[src/rtl/georgios_pkg.sv]
// Shared defaults and the register-select type used by the operand router and register file.
package georgios_pkg;

  localparam int unsigned DefW     = 8;
  localparam int unsigned DefSelW  = 4;
  localparam int unsigned DefNregs = 16;

  typedef logic [DefSelW-1:0] sel_t;

endpackage

[src/rtl/reg_file_responder_enb_edge.sv]
// Enable history flop with rising-edge detect; one go pulse per enable assertion.
module enb_edge (
  input  logic clk,
  input  logic rst_n,
  input  logic enb,
  output logic go
);

  logic enb_q;
  logic enb_d;

  // Next history value is simply the current enable level.
  always_comb begin
    enb_d = enb;
    go    = enb & ~enb_q;
  end

  // History clears on reset so an enable already high at release counts as an edge.
  always_ff @(posedge clk or negedge rst_n) begin
    if (!rst_n) begin
      enb_q <= 1'b0;
    end else begin
      enb_q <= enb_d;
    end
  end

endmodule

[src/rtl/reg_file_responder.sv]
// Register file answering the router's select/enable strobes: two read ports, one write port.
module reg_file_responder
  import georgios_pkg::*;
#(
  parameter int unsigned W     = DefW,
  parameter int unsigned SEL_W = DefSelW,
  parameter int unsigned NREGS = DefNregs
) (
  input  logic             clk,
  input  logic             rst_n,
  input  logic [SEL_W-1:0] x_sel,
  input  logic             x_enb,
  input  logic [SEL_W-1:0] y_sel,
  input  logic             y_enb,
  input  logic [SEL_W-1:0] z_sel,
  input  logic             z_enb,
  input  logic [W-1:0]     z,
  output logic [W-1:0]     x,
  output logic [W-1:0]     y,
  output logic             x_vld,
  output logic             y_vld,
  output logic             z_ack,
  output logic             sel_err
);

  logic go_x, go_y, go_z;
  logic x_in, y_in, z_in;
  logic x_byp, y_byp;

  logic [W-1:0] regs_q [NREGS];
  logic [W-1:0] regs_d [NREGS];
  logic [W-1:0] x_q, x_d, y_q, y_d;
  logic         x_vld_q, x_vld_d;
  logic         y_vld_q, y_vld_d;
  logic         z_ack_q, z_ack_d;
  logic         sel_err_q, sel_err_d;

  enb_edge u_edge_x (
    .clk   (clk),
    .rst_n (rst_n),
    .enb   (x_enb),
    .go    (go_x)
  );

  enb_edge u_edge_y (
    .clk   (clk),
    .rst_n (rst_n),
    .enb   (y_enb),
    .go    (go_y)
  );

  enb_edge u_edge_z (
    .clk   (clk),
    .rst_n (rst_n),
    .enb   (z_enb),
    .go    (go_z)
  );

  // Range checks and same-edge write-to-read bypass.
  always_comb begin
    x_in  = 32'(x_sel) < NREGS;
    y_in  = 32'(y_sel) < NREGS;
    z_in  = 32'(z_sel) < NREGS;
    x_byp = go_z && z_in && (z_sel == x_sel);
    y_byp = go_z && z_in && (z_sel == y_sel);
  end

  // Next state for storage, read data and the single-cycle status pulses.
  always_comb begin
    regs_d = regs_q;
    if (go_z && z_in) begin
      regs_d[z_sel] = z;
    end

    x_d = x_q;
    if (go_x) begin
      x_d = !x_in ? '0 : (x_byp ? z : regs_q[x_sel]);
    end

    y_d = y_q;
    if (go_y) begin
      y_d = !y_in ? '0 : (y_byp ? z : regs_q[y_sel]);
    end

    x_vld_d   = go_x;
    y_vld_d   = go_y;
    z_ack_d   = go_z;
    sel_err_d = (go_x && !x_in) || (go_y && !y_in) || (go_z && !z_in);
  end

  // State registers; reset clears every register and drops any access in flight.
  always_ff @(posedge clk or negedge rst_n) begin
    if (!rst_n) begin
      for (int i = 0; i < int'(NREGS); i++) begin
        regs_q[i] <= '0;
      end
      x_q       <= '0;
      y_q       <= '0;
      x_vld_q   <= 1'b0;
      y_vld_q   <= 1'b0;
      z_ack_q   <= 1'b0;
      sel_err_q <= 1'b0;
    end else begin
      regs_q    <= regs_d;
      x_q       <= x_d;
      y_q       <= y_d;
      x_vld_q   <= x_vld_d;
      y_vld_q   <= y_vld_d;
      z_ack_q   <= z_ack_d;
      sel_err_q <= sel_err_d;
    end
  end

  assign x       = x_q;
  assign y       = y_q;
  assign x_vld   = x_vld_q;
  assign y_vld   = y_vld_q;
  assign z_ack   = z_ack_q;
  assign sel_err = sel_err_q;

endmodule
[config.mk]
export PLATFORM = sky130hd
export DESIGN_NAME = reg_file_responder
export DESIGN_NICKNAME = d
export VERILOG_FILES = /design/src/rtl/georgios_pkg.sv /design/src/rtl/reg_file_responder_enb_edge.sv /design/src/rtl/reg_file_responder.sv
export SDC_FILE = /design/constraint.sdc
export NUM_CORES = 1
export LEC_CHECK = 0
export BUFFER_PORTS_ARGS = -buffer_cell sky130_fd_sc_hd__buf_2
export CORE_MARGIN = 2
export CORE_UTILIZATION = 35
export DETAILED_ROUTE_END_ITERATION = 16
export GPL_ROUTABILITY_DRIVEN = 0
export SLEW_MARGIN = 20
export SYNTH_ARGS = -nofsm -noshare
export SYNTH_HDL_FRONTEND = slang
export SYNTH_SLANG_ARGS = --single-unit
[constraint.sdc]
create_clock -name clk -period 4.51 [get_ports clk]
set_clock_uncertainty 0.2 [all_clocks]
set_input_delay 0 -clock clk [delete_from_list [all_inputs] [get_ports clk]]
set_output_delay 0 -clock clk [all_outputs]
set_load 0.01 [all_outputs]
==> results.cfg <==
[cts]
hold_buffers = 13
clock_latency_ps = 430
post_cts_buffers = 0
numCtsBuffers = 17
cts.clk_slew.worst_paths_ps = 60
clock_sinks = 150
ctsResizeCount = 0
htreeDepth = 4
root_buffer = clkbuf_16
cts_tree = built
cts_max_path_buffers = 2

[synth]
synthTopCellsByCount = dfrtp_1, mux2_2, mux4_2, nand2_1, a22o_1
yosysTopAreaCell = dfrtp_1
yosysSeqAreaShare_pct = 48.1
synthFlopType = dfrtp_1
syn_nets = 558
ys_types = 31
async_flop_share_pct = 100
postSynthAreaPerCell_um2 = 14.6
synth.most_common_cell = dfrtp_1
yosysTopAreaCellShare_pct = 48.1
synth.ff_latch_count = 150
synth_area_um2 = 7800
yosysWarnings = 0
synth_area_leaders = dfrtp_1, mux2_2, mux4_2, a22o_1, mux4_1
synth-edff-count = 0
synthCells = 533

[floorplanning]
die_x_um = 153
core_um2 = 21800
dieArea_um2 = 23500
dieHeight_um = 153
io_pins = 45
fp-row-count = 54
start_util_pct = 35.7

[critical_path]
worst-setup-path-type = flop to flop
cp.required_ps = 4620
cp-end-kind = flop
crit_arrival_ps = 2800
crit_path_start_kind = flop
crit_fanout = 8

[sta]
setup_slack_ps = 1820
worstMarginPinSlew_ps = 1110
whs_ps = 26.3
fmax_mhz = 372
slew_violations = 0
period_share_pct = 59.7
slew_headroom_pct = 26.1
hold_violations = 0
rsz0062_at_grt = false
fin_tns_setup_ps = 0
fin_crit_ps = 2690
final-setup-viol-count = 0

[finish]
nets = 594
syn_to_final_growth_pct = 14.1
stdcell_area_um2 = 8900
drive_gt1_share_pct = 44.4
antenna_cells = 0

[routing]
num_vias = 4943
met3_length_um = 1160
wl_per_cell_um = 23.2
drc_errors = 0
wl_um = 19900
routed_via_density = 5.74
drtIter0Drc = 428
first_pass_iters = 5
ant_nets = 0
wl_met2_um = 9920
top_layer = met4
wirelength_met1_um = 8390

[placement]
pre_cts_ws_ps = 1870
placed_cell_area_um2 = 8150
port_buffers = 43
hpwl_um = 13600

[hold_path]
hp-class = input pin to flop

[pwr]
power_density_nw_per_um2 = 457
p_leak_nw = 3.91
power.total_mw = 4.07
vdd_drop_max_uv = 255

[global_route]
grt_pass1_wl_um = 31700
first_global_vias = 5251
track_usage_pct = 17.8
grt_max_degree = 112
antenna_found_initial = 0
gr-total-overflow = 0

[job]
max-cap-violations = 0

[run_status]
status = finished, final reports clean
==> routing by layer <==
layer  global-route usage, %  vias up
met3                    4.20       32
met4                    6.92        0
met5                       0        -
li1                        -     2115
met1                    23.0     2617
met2                    29.3      179
==> through the flow <==
stage / util, % / cells
after CTS: 40.8 / 861
final: 40.8 / 861
after global placement: 37.3 / 817
after global routing: 40.8 / 861
after floorplan: - / 533
after detailed placement: 37.3 / 817
==> sequential cells by signal (all words and copies together), names as in the netlist <==
name / flops
u_edge_y.enb_q: 1
u_edge_x.enb_q: 1
y: 8
regs_q: 128
x_vld: 1
u_edge_z.enb_q: 1
x: 8
y_vld: 1
z_ack: 1
==> power breakdown <==
group	internal [mW]	switching, mW	leakage [nW]
Clock	0.934	0.558	0.298
Combinational	0.462	0.317	1.69
Sequential	1.61	0.191	1.92
Total	3.01	1.07	3.91
==> cells by family (layout without fill, tap and decap cells) <==
group	after synthesis	count (layout)	synth area share, %
AOI/OAI and AO/OA	58	58	6.13
other	1	1	0.0481
xor gates and xnor gates	8	8	0.899
buffers and inverters	53	101	3.66
and+or+nand+nor	79	79	4.93
DFF	150	150	48.1
muxes	184	184	36.2
==> worst max-delay path, stage by stage, from the launching register on <==
cell      delay, ps
dfrtp_1         360
nand2b_1        250
inv_1           240
nand3_1         200
nor2b_1         890
mux2_2          430
==> cells in the final DEF (no fill, tap or decap), types with 4 or more instances in the layout <==
cell type / synthesis / final
a22o_1: 32 / 32
buf_2: 10 / 42
bufinv_16: 0 / 4
clkbuf_16: 0 / 17
clkinv_2: 0 / 4
dfrtp_1: 150 / 150
dlygate4sd3_1: 0 / 13
inv_1: 11 / 11
mux2_2: 119 / 119
mux4_1: 8 / 8
mux4_2: 56 / 56
nand2_1: 34 / 34
nor2_1: 19 / 19
nor2b_1: 9 / 9
o21ai_0: 8 / 8
o221ai_1: 16 / 16
xor2_1: 6 / 6
==> cell type report <==
type | instances | area, um2
Clock buffer | 18 | 439
Clock inverter | 13 | 180
Fill cell | 1989 | 12900
Inverter | 11 | 41.3
Multi-Input combinational cell | 330 | 3760
Sequential cell | 150 | 3750
Tap cell | 280 | 350
Timing Repair Buffer | 59 | 377
==> worst paths after layout <==
kind	from	endpoint	slack, ps	cells after the start
min reg2reg	x[7]	x[7]	290	2
max in group asynchronous	rst_n	x[6]	3040	3
min in group asynchronous	rst_n	regs_q[23]	40	2
max	u_edge_z.enb_q	regs_q[70]	1820	5
max reg2reg	u_edge_z.enb_q	regs_q[70]	1820	5
min	y_enb	u_edge_y.enb_q	30	2
(Power assumes the default switching activity.)
